--- config.mk ---
export PLATFORM = sky130hd
export DESIGN_NAME = vfd_scan_engine
export DESIGN_NICKNAME = d
export VERILOG_FILES = /design/src/rtl/vfd_scan_engine.sv
export SDC_FILE = /design/constraint.sdc
export NUM_CORES = 1
export LEC_CHECK = 0
export CORE_MARGIN = 3
export CORE_UTILIZATION = 50
export CTS_BUF_LIST = sky130_fd_sc_hd__clkbuf_16
export DETAILED_ROUTE_END_ITERATION = 7
export PLACE_DENSITY = 0.69
export RECOVER_POWER = 50
export REMOVE_ABC_BUFFERS = 1
export SLEW_MARGIN = 20
export SYNTH_ARGS = -nofsm -noshare
export SYNTH_HDL_FRONTEND = slang
export SYNTH_SLANG_ARGS = --single-unit
--- constraint.sdc ---
create_clock -name CLK -period 3.3 [get_ports CLK]
set_input_delay 0.66 -clock CLK [delete_from_list [all_inputs] [get_ports CLK]]
set_output_delay 0.66 -clock CLK [all_outputs]
set_load 0.05 [all_outputs]
--- src/rtl/vfd_scan_engine.sv ---
// VFD scan engine: grid sequencing, blank/latch timing, N-lane grayscale shift
// out of GRAM and GCP pulse generation, all driven from one CLK domain.
module vfd_scan_engine #(
  parameter int LANES    = 3,
  parameter int GRIDS    = 52,
  parameter int ROWS     = 39,
  parameter int PIX_COLS = 156,
  parameter int ADDR_W   = 13,
  parameter int SCAN_DIV = 3846,
  parameter int LAT_W    = 3,
  parameter int BLK_W    = 120,
  parameter logic [(2**LANES-2)*10-1:0] GCP_T =
    {10'd72, 10'd144, 10'd192, 10'd216, 10'd240, 10'd256},
  parameter int GCP_W    = 3
) (
  input  logic              CLK,
  input  logic              RST_N,
  input  logic              EN,
  output logic [ADDR_W-1:0] MEM_ADDR,
  output logic              MEM_RE,
  input  logic [LANES-1:0]  MEM_RDATA,
  output logic [LANES-1:0]  S,
  output logic              SCK,
  output logic              BLK,
  output logic              LAT,
  output logic              GCP,
  output logic [5:0]        GRID,
  output logic              FRAME_START,
  output logic              BUSY
);

  localparam int          PIXS  = ROWS * 6;
  localparam int          SLOTS = PIXS + GRIDS;
  localparam int          CYC   = 2 * SLOTS + 2;
  localparam int unsigned NGCP  = 2**LANES - 2;
  localparam int          CW    = $clog2(CYC);
  localparam int          TW    = $clog2(SCAN_DIV + 1);
  localparam int          BW    = $clog2(BLK_W + 1);

  localparam logic [1:0] IDLE  = 2'd0;
  localparam logic [1:0] BLANK = 2'd1;
  localparam logic [1:0] SHIFT = 2'd2;

  logic [1:0]        state;
  logic [TW-1:0]     tcnt;
  logic [BW-1:0]     bcnt;
  logic [CW-1:0]     c;
  logic [2:0]        k;
  logic [ADDR_W-1:0] row_off;
  logic [ADDR_W-1:0] grp_off;
  logic [ADDR_W-1:0] addr_q;
  logic [5:0]        grid_q;
  logic [LANES-1:0]  s_q;
  logic              sck_q, blk_q, lat_q, gcp_q, fs_q;

  logic              tick, is_pix, last_cyc, pass, grid_hit;
  logic [CW-1:0]     slot, gbase;
  logic [2:0]        k_nxt;
  logic [ADDR_W-1:0] roff_nxt;
  logic [LANES-1:0]  slot_data;

  // AFBECD shift order within a 6-pixel group
  function automatic logic [2:0] ord_of(input logic [2:0] kk);
    logic [2:0] o;
    case (kk)
      3'd0:    o = 3'd0;
      3'd1:    o = 3'd5;
      3'd2:    o = 3'd1;
      3'd3:    o = 3'd4;
      3'd4:    o = 3'd2;
      default: o = 3'd3;
    endcase
    return o;
  endfunction

  function automatic logic gcp_at(input logic [CW-1:0] x);
    logic hit;
    int   t;
    hit = 1'b0;
    for (int unsigned i = 0; i < NGCP; i++) begin
      t = int'(GCP_T[i*10 +: 10]);
      if (int'(x) >= t && int'(x) < t + GCP_W) hit = 1'b1;
    end
    return hit;
  endfunction

  always_comb begin
    tick      = EN && (tcnt == TW'(SCAN_DIV - 1));
    slot      = {1'b0, c[CW-1:1]};
    is_pix    = c < CW'(2 * PIXS);
    last_cyc  = c == CW'(CYC - 1);
    k_nxt     = (k == 3'd5) ? 3'd0 : k + 3'd1;
    roff_nxt  = (k == 3'd5) ? row_off + ADDR_W'(PIX_COLS) : row_off;
    pass      = (ord_of(k) >= 3'd3) == grid_q[0];
    gbase     = CW'(PIXS) + CW'(grid_q);
    grid_hit  = (slot == gbase) ||
                ((slot == gbase + CW'(1)) && (grid_q != 6'(GRIDS - 1)));
    slot_data = '0;
    if (is_pix) begin
      if (pass) slot_data = MEM_RDATA;
    end else if (grid_hit) begin
      slot_data = '1;
    end
  end

  always_ff @(posedge CLK or negedge RST_N) begin
    if (!RST_N) begin
      state   <= IDLE;
      tcnt    <= '0;
      bcnt    <= '0;
      c       <= '0;
      k       <= '0;
      row_off <= '0;
      grp_off <= '0;
      addr_q  <= '0;
      grid_q  <= '0;
      s_q     <= '0;
      sck_q   <= 1'b0;
      blk_q   <= 1'b0;
      lat_q   <= 1'b0;
      gcp_q   <= 1'b0;
      fs_q    <= 1'b0;
    end else begin
      fs_q <= 1'b0;
      if (!EN || tick) tcnt <= '0;
      else             tcnt <= tcnt + TW'(1);

      if (!EN) begin
        state <= IDLE;
        s_q   <= '0;
        sck_q <= 1'b0;
        blk_q <= 1'b0;
        lat_q <= 1'b0;
        gcp_q <= 1'b0;
      end else begin
        case (state)
          IDLE: begin
            if (tick) begin
              state   <= BLANK;
              blk_q   <= 1'b1;
              lat_q   <= (LAT_W > 0);
              bcnt    <= '0;
              // (GRID>>1)*6 as two shifted adds, latched once per scan
              grp_off <= ADDR_W'({grid_q[5:1], 2'b00}) + ADDR_W'({grid_q[5:1], 1'b0});
            end
          end
          BLANK: begin
            if (bcnt == BW'(BLK_W - 1)) begin
              state   <= SHIFT;
              blk_q   <= 1'b0;
              lat_q   <= 1'b0;
              c       <= '0;
              k       <= '0;
              row_off <= '0;
              addr_q  <= grp_off;
              gcp_q   <= gcp_at('0);
            end else begin
              bcnt  <= bcnt + BW'(1);
              lat_q <= (int'(bcnt) + 1 < LAT_W);
            end
          end
          SHIFT: begin
            if (last_cyc) begin
              state  <= IDLE;
              s_q    <= '0;
              sck_q  <= 1'b0;
              gcp_q  <= 1'b0;
              fs_q   <= (grid_q == 6'(GRIDS - 1));
              grid_q <= (grid_q == 6'(GRIDS - 1)) ? '0 : grid_q + 6'd1;
            end else begin
              c     <= c + CW'(1);
              gcp_q <= gcp_at(c + CW'(1));
              // P1 captures the slot word; the following cycle raises SCK
              if (c[0]) begin
                s_q   <= slot_data;
                sck_q <= 1'b0;
              end else if (c != '0) begin
                sck_q <= 1'b1;
              end
              if (c[0] && is_pix) begin
                k       <= k_nxt;
                row_off <= roff_nxt;
                if (c < CW'(2 * PIXS - 1))
                  addr_q <= roff_nxt + grp_off + ADDR_W'(ord_of(k_nxt));
              end
            end
          end
          default: state <= IDLE;
        endcase
      end
    end
  end

  assign MEM_ADDR    = addr_q;
  assign MEM_RE      = (state == SHIFT) && !c[0] && is_pix;
  assign S           = s_q;
  assign SCK         = sck_q;
  assign BLK         = blk_q;
  assign LAT         = lat_q;
  assign GCP         = gcp_q;
  assign GRID        = grid_q;
  assign FRAME_START = fs_q;
  assign BUSY        = state != IDLE;

endmodule

==> results of run 1 <==
flip-flops by register name (all words and copies together) (netlist names):
name / count
MEM_ADDR: 13
tcnt: 12
row_off: 11
c: 10
bcnt: 7
grp_off: 7
GRID: 6
S: 3
k: 3
state: 2
BLK: 1
FRAME_START: 1
GCP: 1
LAT: 1
SCK: 1
critical path: stages (launching register included):
cell,delay (ps)
sky130_fd_sc_hd__dfrtp_1,430
sky130_fd_sc_hd__and2_1,180
sky130_fd_sc_hd__ha_1,310
sky130_fd_sc_hd__nand2_1,100
sky130_fd_sc_hd__fa_2,470
sky130_fd_sc_hd__fa_2,420
sky130_fd_sc_hd__nor2b_2,140
sky130_fd_sc_hd__o21ai_1,90
sky130_fd_sc_hd__a21boi_1,220
sky130_fd_sc_hd__o21ai_0,130
sky130_fd_sc_hd__or3_1,320
sky130_fd_sc_hd__a31oi_1,180
sky130_fd_sc_hd__a21o_1,100
cell type report:
type                            count  area share (%)
Timing Repair Buffer               47            6.86
Tap cell                          136            2.71
Clock inverter                      6            1.62
Multi-Input combinational cell    494            52.1
Clock buffer                        9            3.59
Sequential cell                    79            31.5
Inverter                           26            1.56
how the worst max path moves through the flow:
stage                     from     endpoint  slack [ps]  depth (start not counted)
after detailed placement  k[1]  MEM_ADDR[7]         -60                         12
after global placement    k[1]  MEM_ADDR[7]          70                         12
after floorplan           k[1]  MEM_ADDR[7]         240                         11
after CTS                 k[1]  MEM_ADDR[7]          20                         12
after global routing      k[0]  MEM_ADDR[7]         0.7                         12
final                     k[1]  MEM_ADDR[7]         160                         12
power by group:
group | switching (W) | total (W) | internal [W] | leakage [nW]
registers | 0.0000161 | 0.000996 | 0.000980 | 1.06
logic | 0.0000515 | 0.0000825 | 0.0000311 | 1.50
clock network | 0.000388 | 0.00112 | 0.000727 | 0.162
what timing repair did:
item	CTS	global route
pin swaps	0	2
gates cloned	0	0
endpoints found under the setup margin	1	7
gates resized for setup	1	7
synthesized netlist by cell type (2+ instances only):
cell / n
sky130_fd_sc_hd__dfrtp_1: 79
sky130_fd_sc_hd__nand2_1: 68
sky130_fd_sc_hd__o21ai_0: 59
sky130_fd_sc_hd__nor2_1: 44
sky130_fd_sc_hd__nand3_1: 40
sky130_fd_sc_hd__ha_1: 36
sky130_fd_sc_hd__a21oi_1: 26
sky130_fd_sc_hd__inv_1: 25
sky130_fd_sc_hd__xnor2_1: 24
sky130_fd_sc_hd__clkbuf_1: 22
sky130_fd_sc_hd__xor2_1: 22
sky130_fd_sc_hd__o31ai_1: 15
sky130_fd_sc_hd__nor3_1: 14
sky130_fd_sc_hd__buf_2: 10
sky130_fd_sc_hd__and2_1: 9
sky130_fd_sc_hd__nand2b_1: 9
sky130_fd_sc_hd__nor2b_1: 9
sky130_fd_sc_hd__a31oi_1: 8
sky130_fd_sc_hd__and3_1: 8
sky130_fd_sc_hd__or3_1: 7
sky130_fd_sc_hd__a21o_1: 6
sky130_fd_sc_hd__nor4_1: 5
sky130_fd_sc_hd__o22ai_1: 5
sky130_fd_sc_hd__o41ai_1: 5
sky130_fd_sc_hd__a211oi_1: 4
sky130_fd_sc_hd__nand4b_1: 4
sky130_fd_sc_hd__nor3b_1: 4
sky130_fd_sc_hd__o21a_1: 4
sky130_fd_sc_hd__a22o_1: 3
sky130_fd_sc_hd__a22oi_1: 3
sky130_fd_sc_hd__fa_1: 3
sky130_fd_sc_hd__mux2i_1: 3
sky130_fd_sc_hd__nand3b_1: 3
sky130_fd_sc_hd__nand4_1: 3
sky130_fd_sc_hd__o21bai_1: 3
sky130_fd_sc_hd__and4b_1: 2
sky130_fd_sc_hd__buf_4: 2
sky130_fd_sc_hd__clkbuf_2: 2
sky130_fd_sc_hd__nor2_2: 2
sky130_fd_sc_hd__o2111ai_1: 2
sky130_fd_sc_hd__or2_1: 2
sky130_fd_sc_hd__or2_2: 2
kinds of logic after synthesis:
kind of cell,share of synthesized area (%)
compound gates,18.9
xor+xnor,7.92
fa+ha+maj,9.29
buf+inv,4.85
flops,36.0
mux,0.546
other cells,0.0682
simple gates,22.5
cell usage in the layout, fill, tap and decap left out, types with 15 or more instances in the layout:
| cell | instances |
|---|---|
| sky130_fd_sc_hd__nor2_1 | 44 |
| sky130_fd_sc_hd__a21oi_1 | 25 |
| sky130_fd_sc_hd__xnor2_1 | 24 |
| sky130_fd_sc_hd__nand3_1 | 40 |
| sky130_fd_sc_hd__nand2_1 | 68 |
| sky130_fd_sc_hd__xor2_1 | 22 |
| sky130_fd_sc_hd__o21ai_0 | 58 |
| sky130_fd_sc_hd__dfrtp_1 | 78 |
| sky130_fd_sc_hd__inv_1 | 26 |
| sky130_fd_sc_hd__o31ai_1 | 15 |
| sky130_fd_sc_hd__ha_1 | 36 |
| sky130_fd_sc_hd__clkdlybuf4s50_1 | 32 |
metrics by stage:
stage	setup slack, ps	hold slack [ps]	power [W]	instance area (sq um)	utilization, %
after floorplan	238	364	0.00105	5330	-
after global placement	70.5	462	0.00109	5930	56.4
after detailed placement	-58.7	474	0.00110	5930	56.4
after CTS	20.9	487	0.00221	6260	59.6
after global routing	0.739	504	0.00227	6270	59.7
final	160	479	0.00219	6270	59.7
per-layer routing:
layer / global-route usage, % / vias to the layer above / part of all wire [%]
met2: 33.5 / 99 / 47
met5: 0 / - / 0
met3: 3.38 / 20 / 3.8
li1: - / 2292 / -
met4: 6.32 / 0 / 1.6
met1: 29.5 / 2171 / 48
==> run metrics, run 1 <==
antenna violations before repair=0; post-DR wirelength/cell=15.8 microns; RR Startpoint=k[1]; placeable core region=10500 sq um; endpoint of the most critical register-to-register path=MEM_ADDR[7]; total clock buffers created by CTS=9; Total Die Area=12300 sq um; Post-Layout Cell Count=797; height of the chip=111 microns; post-synthesis to final-layout area growth=14.1%; count of hold buffers inserted by post-cts repair=0; Via density=5.75; Max Slew Vio Count=80; largest clock skew in the final design=7.07 ps; Synth Flop Type=sky130_fd_sc_hd__dfrtp_1; # Post-CTS Setup Buffers=0; GRT Overall Usage=21.0%; DR iter-0 viols=275; Final #Nets=702; Worst Tran Pin Value=1980 ps; final hold viol count=0; overall die width=111 microns; Post-Syn Area per Cell=8.64 sq um; max cap viols=1; fill cell count=912; Skew-Pair Late Insertion Delay=330 ps; unrepaired setup endpoints after global routing=false; register area share after synthesis=36.0%; Min-Delay Startpoint=MEM_ADDR[7]; Worst Path Class, Setup=reg2reg; Tightest Hold Check Type=reg2reg; Register-to-Register Setup Slack=160 ps; number of setup violations in the final report=0; Worst Setup Start Kind=register; gpl congestion=0.938; HPWL after detailed placement=9130 microns; failing checks=max-capacitance violations, max-slew violations; cell chosen for the clock root=sky130_fd_sc_hd__clkbuf_16; Port-buffer cells=34; count of synthesis-stage warnings from yosys=0; count of cell types in the netlist=72; Static Leakage=2.72 nW; outcome=finished, violations left; Detailed Route WL=12600 microns; initial standard-cell utilization of the core=52.3%; largest net degree at the start of global routing=80; Period Utilization, post-route=95.1%; clock-pin slew of the registers on the worst-case setup and hold paths=60 ps; hold endpoint=MEM_ADDR[7]; power per unit of standard cell area=350 nW/um^2; via count of the first global-routing pass=4442; Synth area leaders=sky130_fd_sc_hd__dfrtp_1 36%, sky130_fd_sc_hd__ha_1 8.2%, sky130_fd_sc_hd__o21ai_0 5.4%; hold depth=1; fraction of synthesized cell area taken by the top area cell type=36.0%; Site Rows=37; Critical Path Fanout Max=7; register bit count reported by yosys=79; Data arrival, critical path=3410 ps; Placed Cells incl. Taps=782; # IOs=35; number of cell instances on the worst register-to-register path=12; detailed-route via count=4582; Antenna Cells=0; number of enable flip-flop cells after synthesis=0; Slew HR=-32.2%; clock sinks=79; Worst Setup End Kind=register; layout cell share with drive strength beyond 1=7.56%; combined area of all synthesized cells=5500 sq um; Crit path required time=3570 ps; multi-input gate area in the final layout=3270 sq um; post-route minimum period=3140 ps; drt first pass iters=5; leading area contributor after synthesis=sky130_fd_sc_hd__dfrtp_1; DRC violation count after routing=0; ANT nets after route=0; number of instances in the synthesized netlist=636; TritonCTS clock tree=built; largest buffer count on any clock path=2; wire length of the first global-routing pass=21600 microns; accumulated negative setup slack=0 ps; grt ovf=0; worst-case vdd ir drop=0.220 mV; htree depth=3; FF/Latch Area=1980 sq um; highest clock rate=319 MHz; fraction of registers with async set/reset=100%
Power figures use the tool's default switching activity.
==> run 2, diff against run 1 <==
--- a/config.mk
+++ b/config.mk
@@ -5,11 +5,12 @@
 export SDC_FILE = /design/constraint.sdc
 export NUM_CORES = 1
 export LEC_CHECK = 0
+export CAP_MARGIN = 0
 export CORE_MARGIN = 3
 export CORE_UTILIZATION = 50
 export CTS_BUF_LIST = sky130_fd_sc_hd__clkbuf_16
 export DETAILED_ROUTE_END_ITERATION = 7
-export PLACE_DENSITY = 0.69
+export PLACE_DENSITY = 0.72
 export RECOVER_POWER = 50
 export REMOVE_ABC_BUFFERS = 1
 export SLEW_MARGIN = 20
==> run metrics, run 2 (synthesis gave the netlist of run 1 again) <==
outcome=finished, violations left (unchanged); failing checks=max-capacitance violations, max-slew violations (unchanged); initial standard-cell utilization of the core=52.3% (unchanged); Via density=5.81 (was 5.75); largest clock skew in the final design=5.24 ps (was 7.07 ps); Site Rows=37 (unchanged); GRT Overall Usage=20.7% (was 21.0%); Total Die Area=12300 sq um (unchanged); Data arrival, critical path=3380 ps (was 3410 ps); htree depth=3 (unchanged); Worst Path Class, Setup=reg2reg (unchanged); clock sinks=79 (unchanged); TritonCTS clock tree=built (unchanged); grt ovf=0 (unchanged); Buffers & Inverters on Critical Path=0 (unchanged); clock-pin slew of the registers on the worst-case setup and hold paths=60 ps (about the same); Critical Path Fanout Max=7 (unchanged); DRC violation count after routing=0 (unchanged); wire length of the first global-routing pass=21500 microns (was 21600 microns); # IOs=35 (unchanged); largest buffer count on any clock path=2 (unchanged); total clock buffers created by CTS=9 (unchanged); placeable core region=10500 sq um (unchanged); Period Utilization, post-route=94.0% (was 95.1%); detailed-route via count=4616 (was 4582); max FFs per register=13 (unchanged); Skew-Pair Late Insertion Delay=330 ps (about the same); Antenna Cells=0 (unchanged); Tightest Hold Check Type=reg2reg (unchanged); slowest cell on the critical path=sky130_fd_sc_hd__fa_2 (unchanged); gpl congestion=0.904 (was 0.938); largest net degree at the start of global routing=80 (unchanged); most common cell after layout, fill and taps aside=sky130_fd_sc_hd__dfrtp_1 (unchanged); most used cell along the critical path=sky130_fd_sc_hd__fa_2 (unchanged); via count of the first global-routing pass=4414 (was 4442); layout cell share with drive strength beyond 1=7.28% (was 7.56%); DR iter-0 viols=279 (was 275); Final #Nets=699 (was 702); drt first pass iters=6 (was 5); final hold viol count=0 (unchanged); overall power consumption=0.00204 W (was 0.00219 W); number of setup violations in the final report=0 (unchanged); Worst Hold Margin=474 ps (was 479 ps); antenna violations before repair=0 (unchanged); fill cell count=905 (was 912); Slew HR=-30.2% (was -32.2%); Detailed Route WL=12400 microns (was 12600 microns); Worst Tran Pin Value=1950 ps (was 1980 ps); most frequent cells in the layout=77 x sky130_fd_sc_hd__dfrtp_1, 68 x sky130_fd_sc_hd__nand2_1, 57 x sky130_fd_sc_hd__o21ai_0 (was 78 x sky130_fd_sc_hd__dfrtp_1, 68 x sky130_fd_sc_hd__nand2_1, 58 x sky130_fd_sc_hd__o21ai_0); crit-path leading delay family=adder cells (unchanged); overall die width=111 microns (unchanged); height of the chip=111 microns (unchanged); Worst Setup Start Kind=register (unchanged); Static Leakage=2.68 nW (was 2.72 nW); multi-input gate area in the final layout=3270 sq um (about the same); Crit path required time=3580 ps (was 3570 ps); cell chosen for the clock root=sky130_fd_sc_hd__clkbuf_16 (unchanged); post-route core utilization=59.1% (was 59.7%); cell breakdown of the critical path=and2_1 > ha_1 > nand2_1 > fa_2 > fa_2 > nor2b_2 > o21ai_0 > a21boi_1 > o21ai_1 > or3_1 > a31oi_1 > a21o_1 (was and2_1 > ha_1 > nand2_1 > fa_2 > fa_2 > nor2b_2 > o21ai_1 > a21boi_1 > o21ai_0 > or3_1 > a31oi_1 > a21o_1); worst-case vdd ir drop=0.175 mV (was 0.220 mV); worst stage delay on the critical path=470 ps (about the same); post-DR wirelength/cell=15.6 microns (was 15.8 microns); post-synthesis to final-layout area growth=12.9% (was 14.1%); highest clock rate=323 MHz (was 319 MHz); FF/Latch Area=1980 sq um (about the same); ANT nets after route=0 (unchanged); Port-buffer cells=34 (unchanged); power per unit of standard cell area=328 nW/um^2 (was 350 nW/um^2); HPWL after detailed placement=8820 microns (was 9130 microns); Worst Setup End Kind=register (unchanged); max cap viols=1 (unchanged); post-route minimum period=3100 ps (was 3140 ps); Max Slew Vio Count=80 (unchanged); # Post-CTS Setup Buffers=0 (unchanged)
[run 2: changes by cell type in the layout (fill, tap and decap cells not counted), sizes merged]
cell and delta:
buf -3, bufinv -2, clkinv +3
[run 2: layer usage]
| layer | vias up | global-route usage (%) | share of wire, % |
|---|---|---|---|
| met2 | 112 | 33.7 | 48 |
| met3 | 17 | 3.22 | 3.6 |
| li1 | 2277 | - | - |
| met1 | 2210 | 28.5 | 47 |
| met4 | 0 | 6.40 | 1.4 |
| met5 | - | 0 | 0 |
[run 2: path summary, 6_finish.rpt]
path / slack, ps / cells past startpoint / startpoint / end
worst max-delay path: 200 / 12 / k[1] / MEM_ADDR[7]
worst min-delay path: 470 / 2 / MEM_ADDR[11] / MEM_ADDR[11]
worst max register to register: 200 / 12 / k[1] / MEM_ADDR[7]
worst min register to register: 470 / 2 / MEM_ADDR[11] / MEM_ADDR[11]
max in group asynchronous: 1140 / 1 / RST_N / k[0]
min in group asynchronous: 870 / 1 / RST_N / MEM_ADDR[6]
[run 2: through the flow]
step,area (sq um),TNS [ps],cells,worst slack [ps]
6_report,6210,0,795,199
5_1_grt,6210,-21.4,795,-16.3
4_1_cts,6190,0,795,54.0
3_5_place_dp,5910,-15.1,779,-15.1
3_3_place_gp,5910,0,779,110
2_1_floorplan,5330,0,599,238
[run 2: report_power, final]
group	total [W]	internal (W)	switching [W]	leakage [nW]
Sequential	0.000997	0.000980	0.0000166	1.06
Combinational	0.0000822	0.0000309	0.0000513	1.48
Clock	0.000957	0.000572	0.000385	0.143
[run 2: final cells by class]
| type | count | area share (%) |
|---|---|---|
| clock buffer | 9 | 3.63 |
| clock inverter | 7 | 0.887 |
| inverter | 26 | 1.57 |
| multi-input combinational | 494 | 52.7 |
| sequential | 79 | 31.9 |
| tap | 136 | 2.74 |
| timing repair buffer | 44 | 6.57 |
[run 2: timing repair]
action / in CTS / in global routing
endpoints found under the hold margin: 0 / 0
resized for setup: 1 / 9
hold buffers: 0 / 0
pin swaps: 0 / 2
setup endpoints to repair: 1 / 7
[run 2: worst min-delay path, delay by kind of cell, from the launching register on]
| kind | cells | cell delay [ps] |
|---|---|---|
| flip-flops | 1 | 340 |
| AND/OR/NAND/NOR | 1 | 50 |
| AO/OA/AOI/OAI | 1 | 50 |
==> run 3, diff against run 2 <==
--- a/config.mk
+++ b/config.mk
@@ -6,11 +6,13 @@
 export NUM_CORES = 1
 export LEC_CHECK = 0
 export CAP_MARGIN = 0
+export CELL_PAD_IN_SITES_DETAIL_PLACEMENT = 2
+export CELL_PAD_IN_SITES_GLOBAL_PLACEMENT = 2
 export CORE_MARGIN = 3
-export CORE_UTILIZATION = 50
+export CORE_UTILIZATION = 34
 export CTS_BUF_LIST = sky130_fd_sc_hd__clkbuf_16
 export DETAILED_ROUTE_END_ITERATION = 7
-export PLACE_DENSITY = 0.72
+export PLACE_DENSITY_LB_ADDON = 0.1
 export RECOVER_POWER = 50
 export REMOVE_ABC_BUFFERS = 1
 export SLEW_MARGIN = 20
==> constraint.sdc (replaced) <==
create_clock -name CLK -period 3.3 [get_ports CLK]
set_input_delay 0.66 -clock CLK [delete_from_list [all_inputs] [get_ports CLK]]
set_output_delay 0.66 -clock CLK [all_outputs]
set_load 0.1 [all_outputs]
==> run metrics, run 3 (synthesis gave the netlist of run 1 again) <==
gpl congestion=0.831 (was 0.904); worst-case vdd ir drop=0.302 mV (was 0.175 mV); largest clock skew in the final design=6.00 ps (was 5.24 ps); failing checks=max-capacitance violations, max-slew violations (unchanged); power per unit of standard cell area=327 nW/um^2 (was 328 nW/um^2); largest buffer count on any clock path=2 (unchanged); Placement Cell Area=6020 sq um (was 5910 sq um); Crit path required time=3540 ps (was 3580 ps); most common cell after layout, fill and taps aside=sky130_fd_sc_hd__dfrtp_1 (unchanged); TritonCTS clock tree=built (unchanged); # IOs=35 (unchanged); count of hold buffers inserted by post-cts repair=0 (unchanged); unrepaired setup endpoints after global routing=false; GRT Overall Usage=19.9% (was 20.7%); DR iter-0 viols=172 (was 279); antenna violations before repair=0 (unchanged); final non-filler cell area=6330 sq um (was 6210 sq um); final hold viol count=0 (unchanged); most used cell along the critical path=sky130_fd_sc_hd__ha_1 (was sky130_fd_sc_hd__fa_2); overall power consumption=0.00207 W (was 0.00204 W); post-route minimum period=3110 ps (was 3100 ps); RR Startpoint=row_off[4] (was k[1]); Period Utilization, post-route=94.1% (was 94.0%); drt first pass iters=4 (was 6); height of the chip=133 microns (was 111 microns); Min-Delay Startpoint=MEM_ADDR[4] (was MEM_ADDR[11]); Placed Cells incl. Taps=864 (was 779); total clock buffers created by CTS=9 (unchanged); crit-path leading delay family=compound AO/OA/AOI/OAI gates (was adder cells); outcome=finished, violations left (unchanged); Data arrival, critical path=3340 ps (was 3380 ps); most frequent cells in the layout=78 x sky130_fd_sc_hd__dfrtp_1, 68 x sky130_fd_sc_hd__nand2_1, 57 x sky130_fd_sc_hd__o21ai_0 (was 77 x sky130_fd_sc_hd__dfrtp_1, 68 x sky130_fd_sc_hd__nand2_1, 57 x sky130_fd_sc_hd__o21ai_0); htree depth=3 (unchanged); highest clock rate=322 MHz (was 323 MHz); Post-Layout Cell Count=881 (was 795); Critical Path Fanout Max=6 (was 7); layout cell share with drive strength beyond 1=11.9% (was 7.28%); Max Slew Vio Count=35 (was 80); Total Die Area=17700 sq um (was 12300 sq um); initial standard-cell utilization of the core=35.5% (was 52.3%); Worst Tran Pin Value=2030 ps (was 1950 ps); ANT nets after route=0 (unchanged); max cap viols=1 (unchanged); Final #Nets=711 (was 699); Port-buffer cells=34 (unchanged); Buffers & Inverters on Critical Path=0 (unchanged); placeable core region=15500 sq um (was 10500 sq um); Via density=5.50 (was 5.81); detailed-route via count=4845 (was 4616); grt ovf=0 (unchanged); largest net degree at the start of global routing=35 (was 80); wire length of the first global-routing pass=28500 microns (was 21500 microns); post-synthesis to final-layout area growth=15.2% (was 12.9%); cell breakdown of the critical path=o311ai_2 > nand2_1 > xnor2_1 > ha_1 > ha_1 > a21o_1 > a21oi_1 > o21a_1 > nor3_1 > xor2_1 > o31ai_1 (was and2_1 > ha_1 > nand2_1 > fa_2 > fa_2 > nor2b_2 > o21ai_0 > a21boi_1 > o21ai_1 > or3_1 > a31oi_1 > a21o_1); Static Leakage=2.73 nW (was 2.68 nW); post-DR wirelength/cell=19.4 microns (was 15.6 microns); worst stage delay on the critical path=450 ps (was 470 ps); Slew HR=-35.6% (was -30.2%); slowest cell on the critical path=sky130_fd_sc_hd__dfrtp_1 (was sky130_fd_sc_hd__fa_2); Worst Path Class, Setup=reg2reg (unchanged); DRC violation count after routing=0 (unchanged); clock-pin slew of the registers on the worst-case setup and hold paths=60 ps (about the same); overall die width=133 microns (was 111 microns); number of setup violations in the final report=0 (unchanged); Worst Setup Start Kind=register (unchanged); Antenna Cells=0 (unchanged); via count of the first global-routing pass=5359 (was 4414); crit path from=row_off[4] (was k[1]); cell chosen for the clock root=sky130_fd_sc_hd__clkbuf_16 (unchanged); Tightest Hold Check Type=reg2reg (unchanged); clock sinks=79 (unchanged); Detailed Route WL=17100 microns (was 12400 microns); Worst Setup End Kind=register (unchanged); Site Rows=45 (was 37); HPWL after detailed placement=12800 microns (was 8820 microns); max FFs per register=13 (unchanged); Skew-Pair Late Insertion Delay=350 ps (was 330 ps)
run 3: metrics by stage:
stage / setup TNS, ps / util [%] / hold WS (ps) / setup slack, ps
floorplan: -485 / - / 364 / -485
global placement: 0 / 38.9 / 468 / 63.6
detailed placement: -172 / 38.9 / 484 / -90.8
CTS: 0 / 40.8 / 282 / 16.5
global route: 0 / 40.9 / 528 / 8.40
finish: 0 / 40.9 / 492 / 194
run 3: final cells by class:
| type | count | area (sq um) |
|---|---|---|
| timing repair buffer | 56 | 382 |
| inverter | 26 | 97.6 |
| clock buffer | 9 | 225 |
| fill | 1722 | 9150 |
| tap | 211 | 264 |
| sequential | 79 | 1980 |
| multi-input combinational | 494 | 3330 |
| clock inverter | 6 | 53.8 |
run 3: final timing paths:
check | cells past startpoint | end | slack (ps)
worst max-delay path | 11 | MEM_ADDR[12] | 190
worst min-delay path | 2 | MEM_ADDR[4] | 490
worst max register to register | 11 | MEM_ADDR[12] | 190
worst min register to register | 2 | MEM_ADDR[4] | 490
max in group asynchronous | 2 | k[2] | 790
min in group asynchronous | 1 | bcnt[0] | 890
run 3: per-layer routing:
layer  share of wire [%]  vias to the layer above  global-route usage (%)
li1                    -                     2301                       -
met1                  45                     2484                    24.9
met2                  52                       44                    35.8
met3                 1.8                       16                    2.87
met4                 1.1                        0                    5.26
met5                   0                        -                       0
run 3: worst min-delay path: cells and delay by family, from the launching register on:
family           cells  cell delay [ps]
flip-flops           1              340
AO/OA/AOI/OAI        1               60
AND/OR/NAND/NOR      1               50
run 3: repair_timing:
action / 4_1_cts / 5_1_grt
pin swaps: 1 / 4
buffers inserted: 1 / 1
resized for setup: 5 / 13
endpoints found under the hold margin: 0 / 0
setup endpoints to repair: 4 / 7
run 3: report_power, final:
part / internal (W) / switching [W]
clock network: 0.000573 / 0.000407
registers: 0.000980 / 0.0000167
logic: 0.0000374 / 0.0000589
total: 0.00159 / 0.000482
